File: src/rtl/ram_master.sv
`timescale 1ns/1ps
// -----------------------------------------------------------------------------
// ram_master
//
// Single-request bus master for a simple dual-port RAM with a registered read
// port. One request (read or write) is accepted at a time. Writes are issued
// on the RAM write port. Reads are issued on the RAM read port and their
// result is returned on a valid/ready response channel.
//
// Optional feature (macro RAM_MASTER_WRITE_VERIFY_EN):
//   Each write is read back from the RAM and compared with the written data.
//   The first mismatch sets a sticky error flag and records its address.
//   Without the macro the error outputs are constant 0.
//
// Ports
//   Clock                : single clock (RAM write and read clocks tied to it)
//   Reset_n              : asynchronous, active-low reset
//   Req_valid/Req_ready  : request handshake, accepted when both are high
//   Req_write            : 1 = write, 0 = read
//   Req_address/Req_data : request address and write data
//   Rsp_valid/Rsp_ready  : read response handshake
//   Rsp_data             : read response data, stable while Rsp_valid is high
//   Wr_done              : one-cycle pulse when a write completes
//   write_address, Write_Enable, DATA_WRITE : RAM write port
//   read_address, Read_Enable, DATA_READ    : RAM read port (DATA_READ is
//                          registered by the RAM on the edge sampling
//                          Read_Enable high)
//   Verify_error         : sticky write-verify mismatch flag
//   Verify_error_address : address of the first verify mismatch
// -----------------------------------------------------------------------------
module ram_master #(
    parameter int DATA_WIDTH    = 8,
    parameter int ADDRESS_WIDTH = 4
) (
    input  logic                     Clock,
    input  logic                     Reset_n,

    input  logic                     Req_valid,
    output logic                     Req_ready,
    input  logic                     Req_write,
    input  logic [ADDRESS_WIDTH-1:0] Req_address,
    input  logic [DATA_WIDTH-1:0]    Req_data,

    output logic                     Rsp_valid,
    input  logic                     Rsp_ready,
    output logic [DATA_WIDTH-1:0]    Rsp_data,

    output logic                     Wr_done,

    output logic [ADDRESS_WIDTH-1:0] write_address,
    output logic                     Write_Enable,
    output logic [DATA_WIDTH-1:0]    DATA_WRITE,

    output logic [ADDRESS_WIDTH-1:0] read_address,
    output logic                     Read_Enable,
    input  logic [DATA_WIDTH-1:0]    DATA_READ,

    output logic                     Verify_error,
    output logic [ADDRESS_WIDTH-1:0] Verify_error_address
);

`ifdef RAM_MASTER_WRITE_VERIFY_EN
    typedef enum logic [2:0] {
        IDLE = 3'd0,
        WR   = 3'd1,
        RD   = 3'd2,
        CAP  = 3'd3,
        RSP  = 3'd4,
        VRD  = 3'd5,
        VCMP = 3'd6
    } state_t;
`else
    typedef enum logic [2:0] {
        IDLE = 3'd0,
        WR   = 3'd1,
        RD   = 3'd2,
        CAP  = 3'd3,
        RSP  = 3'd4
    } state_t;
`endif

    state_t                     state_reg;
    logic                       req_ready_reg;
    logic                       rsp_valid_reg;
    logic [DATA_WIDTH-1:0]      rsp_data_reg;
    logic                       wr_done_reg;
    logic [ADDRESS_WIDTH-1:0]   write_address_reg;
    logic                       write_enable_reg;
    logic [DATA_WIDTH-1:0]      data_write_reg;
    logic [ADDRESS_WIDTH-1:0]   read_address_reg;
    logic                       read_enable_reg;

`ifdef RAM_MASTER_WRITE_VERIFY_EN
    logic                       verify_error_reg;
    logic [ADDRESS_WIDTH-1:0]   verify_error_address_reg;
`endif

    // All outputs come straight from registers, so the asynchronous reset
    // forces every one of them to 0 immediately.
    always_ff @(posedge Clock or negedge Reset_n) begin
        if (!Reset_n) begin
            state_reg         <= IDLE;
            req_ready_reg     <= 1'b0;
            rsp_valid_reg     <= 1'b0;
            rsp_data_reg      <= '0;
            wr_done_reg       <= 1'b0;
            write_address_reg <= '0;
            write_enable_reg  <= 1'b0;
            data_write_reg    <= '0;
            read_address_reg  <= '0;
            read_enable_reg   <= 1'b0;
`ifdef RAM_MASTER_WRITE_VERIFY_EN
            verify_error_reg         <= 1'b0;
            verify_error_address_reg <= '0;
`endif
        end else begin
            // Wr_done is a single-cycle pulse unless a state below re-asserts it.
            wr_done_reg <= 1'b0;

            case (state_reg)
                IDLE: begin
                    // Req_ready comes up one cycle after reset release and is
                    // otherwise raised on every transition back into IDLE.
                    req_ready_reg <= 1'b1;
                    if (Req_valid && req_ready_reg) begin
                        req_ready_reg <= 1'b0;
                        if (Req_write) begin
                            // The write-port registers double as the latched
                            // address/data for the optional read-back check.
                            write_address_reg <= Req_address;
                            data_write_reg    <= Req_data;
                            write_enable_reg  <= 1'b1;
                            state_reg         <= WR;
                        end else begin
                            read_address_reg <= Req_address;
                            read_enable_reg  <= 1'b1;
                            state_reg        <= RD;
                        end
                    end
                end

                WR: begin
                    write_enable_reg <= 1'b0;
`ifdef RAM_MASTER_WRITE_VERIFY_EN
                    // Read the just-written location back.
                    read_address_reg <= write_address_reg;
                    read_enable_reg  <= 1'b1;
                    state_reg        <= VRD;
`else
                    wr_done_reg   <= 1'b1;
                    req_ready_reg <= 1'b1;
                    state_reg     <= IDLE;
`endif
                end

                RD: begin
                    read_enable_reg <= 1'b0;
                    state_reg       <= CAP;
                end

                CAP: begin
                    // RAM output is valid in this cycle (registered read).
                    rsp_data_reg  <= DATA_READ;
                    rsp_valid_reg <= 1'b1;
                    state_reg     <= RSP;
                end

                RSP: begin
                    if (Rsp_ready) begin
                        rsp_valid_reg <= 1'b0;
                        req_ready_reg <= 1'b1;
                        state_reg     <= IDLE;
                    end
                end

`ifdef RAM_MASTER_WRITE_VERIFY_EN
                VRD: begin
                    read_enable_reg <= 1'b0;
                    // Pulse lands in the VCMP cycle.
                    wr_done_reg     <= 1'b1;
                    state_reg       <= VCMP;
                end

                VCMP: begin
                    // Only the first mismatch records an address; the flag is
                    // sticky until reset.
                    if ((DATA_READ != data_write_reg) && !verify_error_reg) begin
                        verify_error_reg         <= 1'b1;
                        verify_error_address_reg <= write_address_reg;
                    end
                    req_ready_reg <= 1'b1;
                    state_reg     <= IDLE;
                end
`endif

                default: begin
                    write_enable_reg <= 1'b0;
                    read_enable_reg  <= 1'b0;
                    rsp_valid_reg    <= 1'b0;
                    req_ready_reg    <= 1'b0;
                    state_reg        <= IDLE;
                end
            endcase
        end
    end

    assign Req_ready     = req_ready_reg;
    assign Rsp_valid     = rsp_valid_reg;
    assign Rsp_data      = rsp_data_reg;
    assign Wr_done       = wr_done_reg;
    assign write_address = write_address_reg;
    assign Write_Enable  = write_enable_reg;
    assign DATA_WRITE    = data_write_reg;
    assign read_address  = read_address_reg;
    assign Read_Enable   = read_enable_reg;

`ifdef RAM_MASTER_WRITE_VERIFY_EN
    assign Verify_error         = verify_error_reg;
    assign Verify_error_address = verify_error_address_reg;
`else
    assign Verify_error         = 1'b0;
    assign Verify_error_address = '0;
`endif

endmodule
File: config.mk
export PLATFORM = sky130hd
export DESIGN_NAME = ram_master
export DESIGN_NICKNAME = d
export VERILOG_FILES = /design/src/rtl/ram_master.sv
export SDC_FILE = /design/constraint.sdc
export NUM_CORES = 1
export LEC_CHECK = 0
export CORE_MARGIN = 8
export CORE_UTILIZATION = 30
export CTS_CLUSTER_SIZE = 20
export DETAILED_ROUTE_END_ITERATION = 6
export PLACE_DENSITY_LB_ADDON = 0.2
export SLEW_MARGIN = 25
export SYNTH_ARGS = -nofsm -noshare
export SYNTH_HDL_FRONTEND = slang
export SYNTH_SLANG_ARGS = --single-unit
File: constraint.sdc
create_clock -name Clock -period 2.2 [get_ports Clock]
set_input_delay 0.33 -clock Clock [delete_from_list [all_inputs] [get_ports Clock]]
set_output_delay 0.33 -clock Clock [all_outputs]
set_load 0.005 [all_outputs]
==> results by group <==
Power
  – Static Leak: roughly 0.85 nW
  – Overall power after layout: 2.62 mW
  – Areal power density over the cells: 1330 nW/um^2
  – IR Drop Worst-Case VDD: ~0.0004 V

Logic synthesis
  – Post-synth top cells: dfrtp_1, mux2_2, nand2_1
  – Cell variety after synth: 21
  – Post-synth EDFFs: 0
  – Most frequently used cell type in the post-synthesis netlist: dfrtp_1
  – Sequential fraction of the synthesis area: between 60 and 70%
  – Instance count of the mapped netlist: 94
  – Async set-reset flop share out of synthesis: 100%
  – Post-synthesis instance area: 1330 um^2
  – Fraction of post-synthesis cell area in the top cell type by area: around 60%
  – Average footprint of a synthesized cell: 14.2 um^2
  – Largest area contributor in the synthesized netlist: dfrtp_1
  – Syn. warnings: 0
  – Ys flop type: dfrtp_1
  – Synth area leaders: dfrtp_1, mux2_2, mux2_4
  – Number of flip-flops and latches in the synthesized netlist: 32

Worst setup path
  – WP data arrival: 1.84 ns
  – CP endpoint kind: flop
  – Kind of critical path: reg2reg
  – Setup slack, reg-to-reg: 0.51 ns
  – Maximum fanout along the worst path: 10
  – Kind of start point of the critical path: flop
  – Crit path required time: about 2.4 ns

Clock tree
  – Reg clk slew, reported paths: 0.06 ns
  – Sinks on the clock net: 32
  – Cell chosen for the clock root: clkbuf_8
  – Buffer count from post-CTS setup fixing: 0
  – H-tree lvl count: 2
  – Cts bufs inserted: 5
  – Post-cts resize count: 0
  – Latest clock arrival within the worst-skew pair: ~0.27 ns
  – Hold buffer count at cts: 0
  – Longest Clk Path Bufs: 2
  – Clock tree from TritonCTS: yes

Cells and area
  – Number of filler cells placed in the layout: approximately 410
  – Final non-filler cell area: 1970 um^2
  – Area Growth Syn to Fin: 47.7%
  – Final cell utilization of the core: ~45%
  – Diodes inserted: 0
  – Final layout net count: 175
  – Proportion of layout cells with a drive suffix above 1: 22.5%

Die
  – Horizontal die dimension: 82.6 um
  – Effective utilization at floorplan: 30.8%
  – IO Count: slightly below 60
  – FP Rows: 24
  – Height of the die: between 80 and 90 um
  – Die area: 6830 um^2
  – Area of the core region: approximately 4300 um^2

STA
  – Final setup violating endpoints: 0
  – Pins over their slew limit: 0
  – Max Clock Skew: 0.00571 ns
  – Final setup margin: 0.508 ns
  – Timing-limited maximum frequency: 591 MHz
  – Part of the cycle the worst path needs: between 70% and 80%
  – Sum of negative setup slack: 0 ns
  – Final hold viol count: 0
  – Post-route minimum period: ~1.7 ns
  – Unrepaired setup endpoints after global routing: false

Placement
  – GP Congestion: roughly 0.7
  – Post-placement setup slack: 0.268 ns
  – Half-perimeter wire length after detailed placement: roughly 2300 um
  – Port Buf Inserts: 53
  – Placed standard-cell area: 1880 um^2

Drt
  – Initial DRT Pass Iterations: 5
  – Initial detailed-routing violation count: 30
  – Routed via count: 903
  – Total wire length: roughly 3000 um
  – DRC: 0
  – DR vias/cell: 4.45
  – WL/cell: 14.9 um
  – Number of nets with antenna violations after routing: 0

Global routing
  – Maximum number of pins on one net before global-route repair: 33
  – Wire length of the first global-routing pass: 4870 um
  – Overall fraction of global-route tracks in use: 9.54%
  – Number of antenna violations at the first check in global routing: 0
  – GRT overflow: 0
  – Number of global-route vias before repair: 961

Run status
  – Run status: finished clean

Worst hold path
  – Min-Delay Path Class: in2async

Job
  – Max-capacitance violation count: 0
worst max-delay path: stages (launching register included):
cell	delay, ns
dfrtp_1	0.49
nor3_4	0.22
or3b_1	0.52
mux2_4	0.35
cell type report:
type                            instances  area [um^2]  share of cell area, %
Clock buffer                            8         90.1                   4.58
Sequential cell                        32          801                   40.7
Multi-Input combinational cell         56          464                   23.6
Tap cell                               52         65.1                   3.31
Timing Repair Buffer                   55          546                   27.8
per-stage QoR:
stage                     hold WS (ns)  cells
after floorplan                 0.0344     98
after global placement           0.486    195
after detailed placement         0.495    195
after CTS                        0.472    203
after global routing             0.491    203
final                            0.458    203
layer usage:
metal,global-route usage (%),wire length (um),vias up
met5,0,0,-
met4,5.17,46,0
met3,4.00,260,4
met2,15.0,1490,35
met1,10.8,1220,441
li1,-,-,423
worst paths after layout:
| path | startpoint | endpoint | depth (start not counted) |
|---|---|---|---|
| setup / recovery | state_reg[1]$_DFFE_PN0P_ | read_address[0]$_DFFE_PN0P_ | 3 |
| hold / removal | Reset_n | Req_ready$_DFFE_PN0P_ | 2 |
| setup reg to reg | state_reg[1]$_DFFE_PN0P_ | read_address[0]$_DFFE_PN0P_ | 3 |
| hold reg to reg | Rsp_data[4]$_DFFE_PN0P_ | Rsp_data[4]$_DFFE_PN0P_ | 1 |
| max in group asynchronous | Reset_n | read_address[3]$_DFFE_PN0P_ | 2 |
| min in group Clock | Rsp_data[4]$_DFFE_PN0P_ | Rsp_data[4]$_DFFE_PN0P_ | 1 |
where the power goes:
part / leakage, nW / total (mW) / switching [mW] / internal (mW)
Combinational: 0.423 / 1.11 / 0.330 / 0.780
Clock: 0.0455 / 0.443 / 0.188 / 0.255
Sequential: 0.383 / 1.06 / 0.191 / 0.874
Total: 0.851 / 2.62 / 0.710 / 1.91
logic make-up after synthesis:
logic type / after synthesis / synth area share [%]
buffers and inverters: 10 / 6.11
and+or+nand+nor: 19 / 8.08
DFF: 32 / 60.2
muxes: 24 / 21.4
AOI/OAI and AO/OA: 8 / 3.95
other: 1 / 0.282
layout by cell type, fill, tap and decap left out:
| master | instances |
|---|---|
| buf_4 | 2 |
| a221oi_1 | 1 |
| clkdlybuf4s50_1 | 53 |
| nor3_1 | 3 |
| o21ai_0 | 3 |
| nor3_4 | 1 |
| nor2b_1 | 4 |
| clkbuf_1 | 2 |
| clkbuf_8 | 6 |
| nand4_1 | 1 |
| o21ba_2 | 1 |
| nor2_1 | 1 |
| a31oi_1 | 1 |
| nand2_1 | 7 |
| nand2b_1 | 1 |
| conb_1 | 5 |
| or3b_1 | 1 |
| a21oi_1 | 1 |
| o21bai_1 | 1 |
| mux2_4 | 4 |
| mux2_2 | 20 |
| dfrtp_1 | 32 |
(Power assumes the default switching activity.)
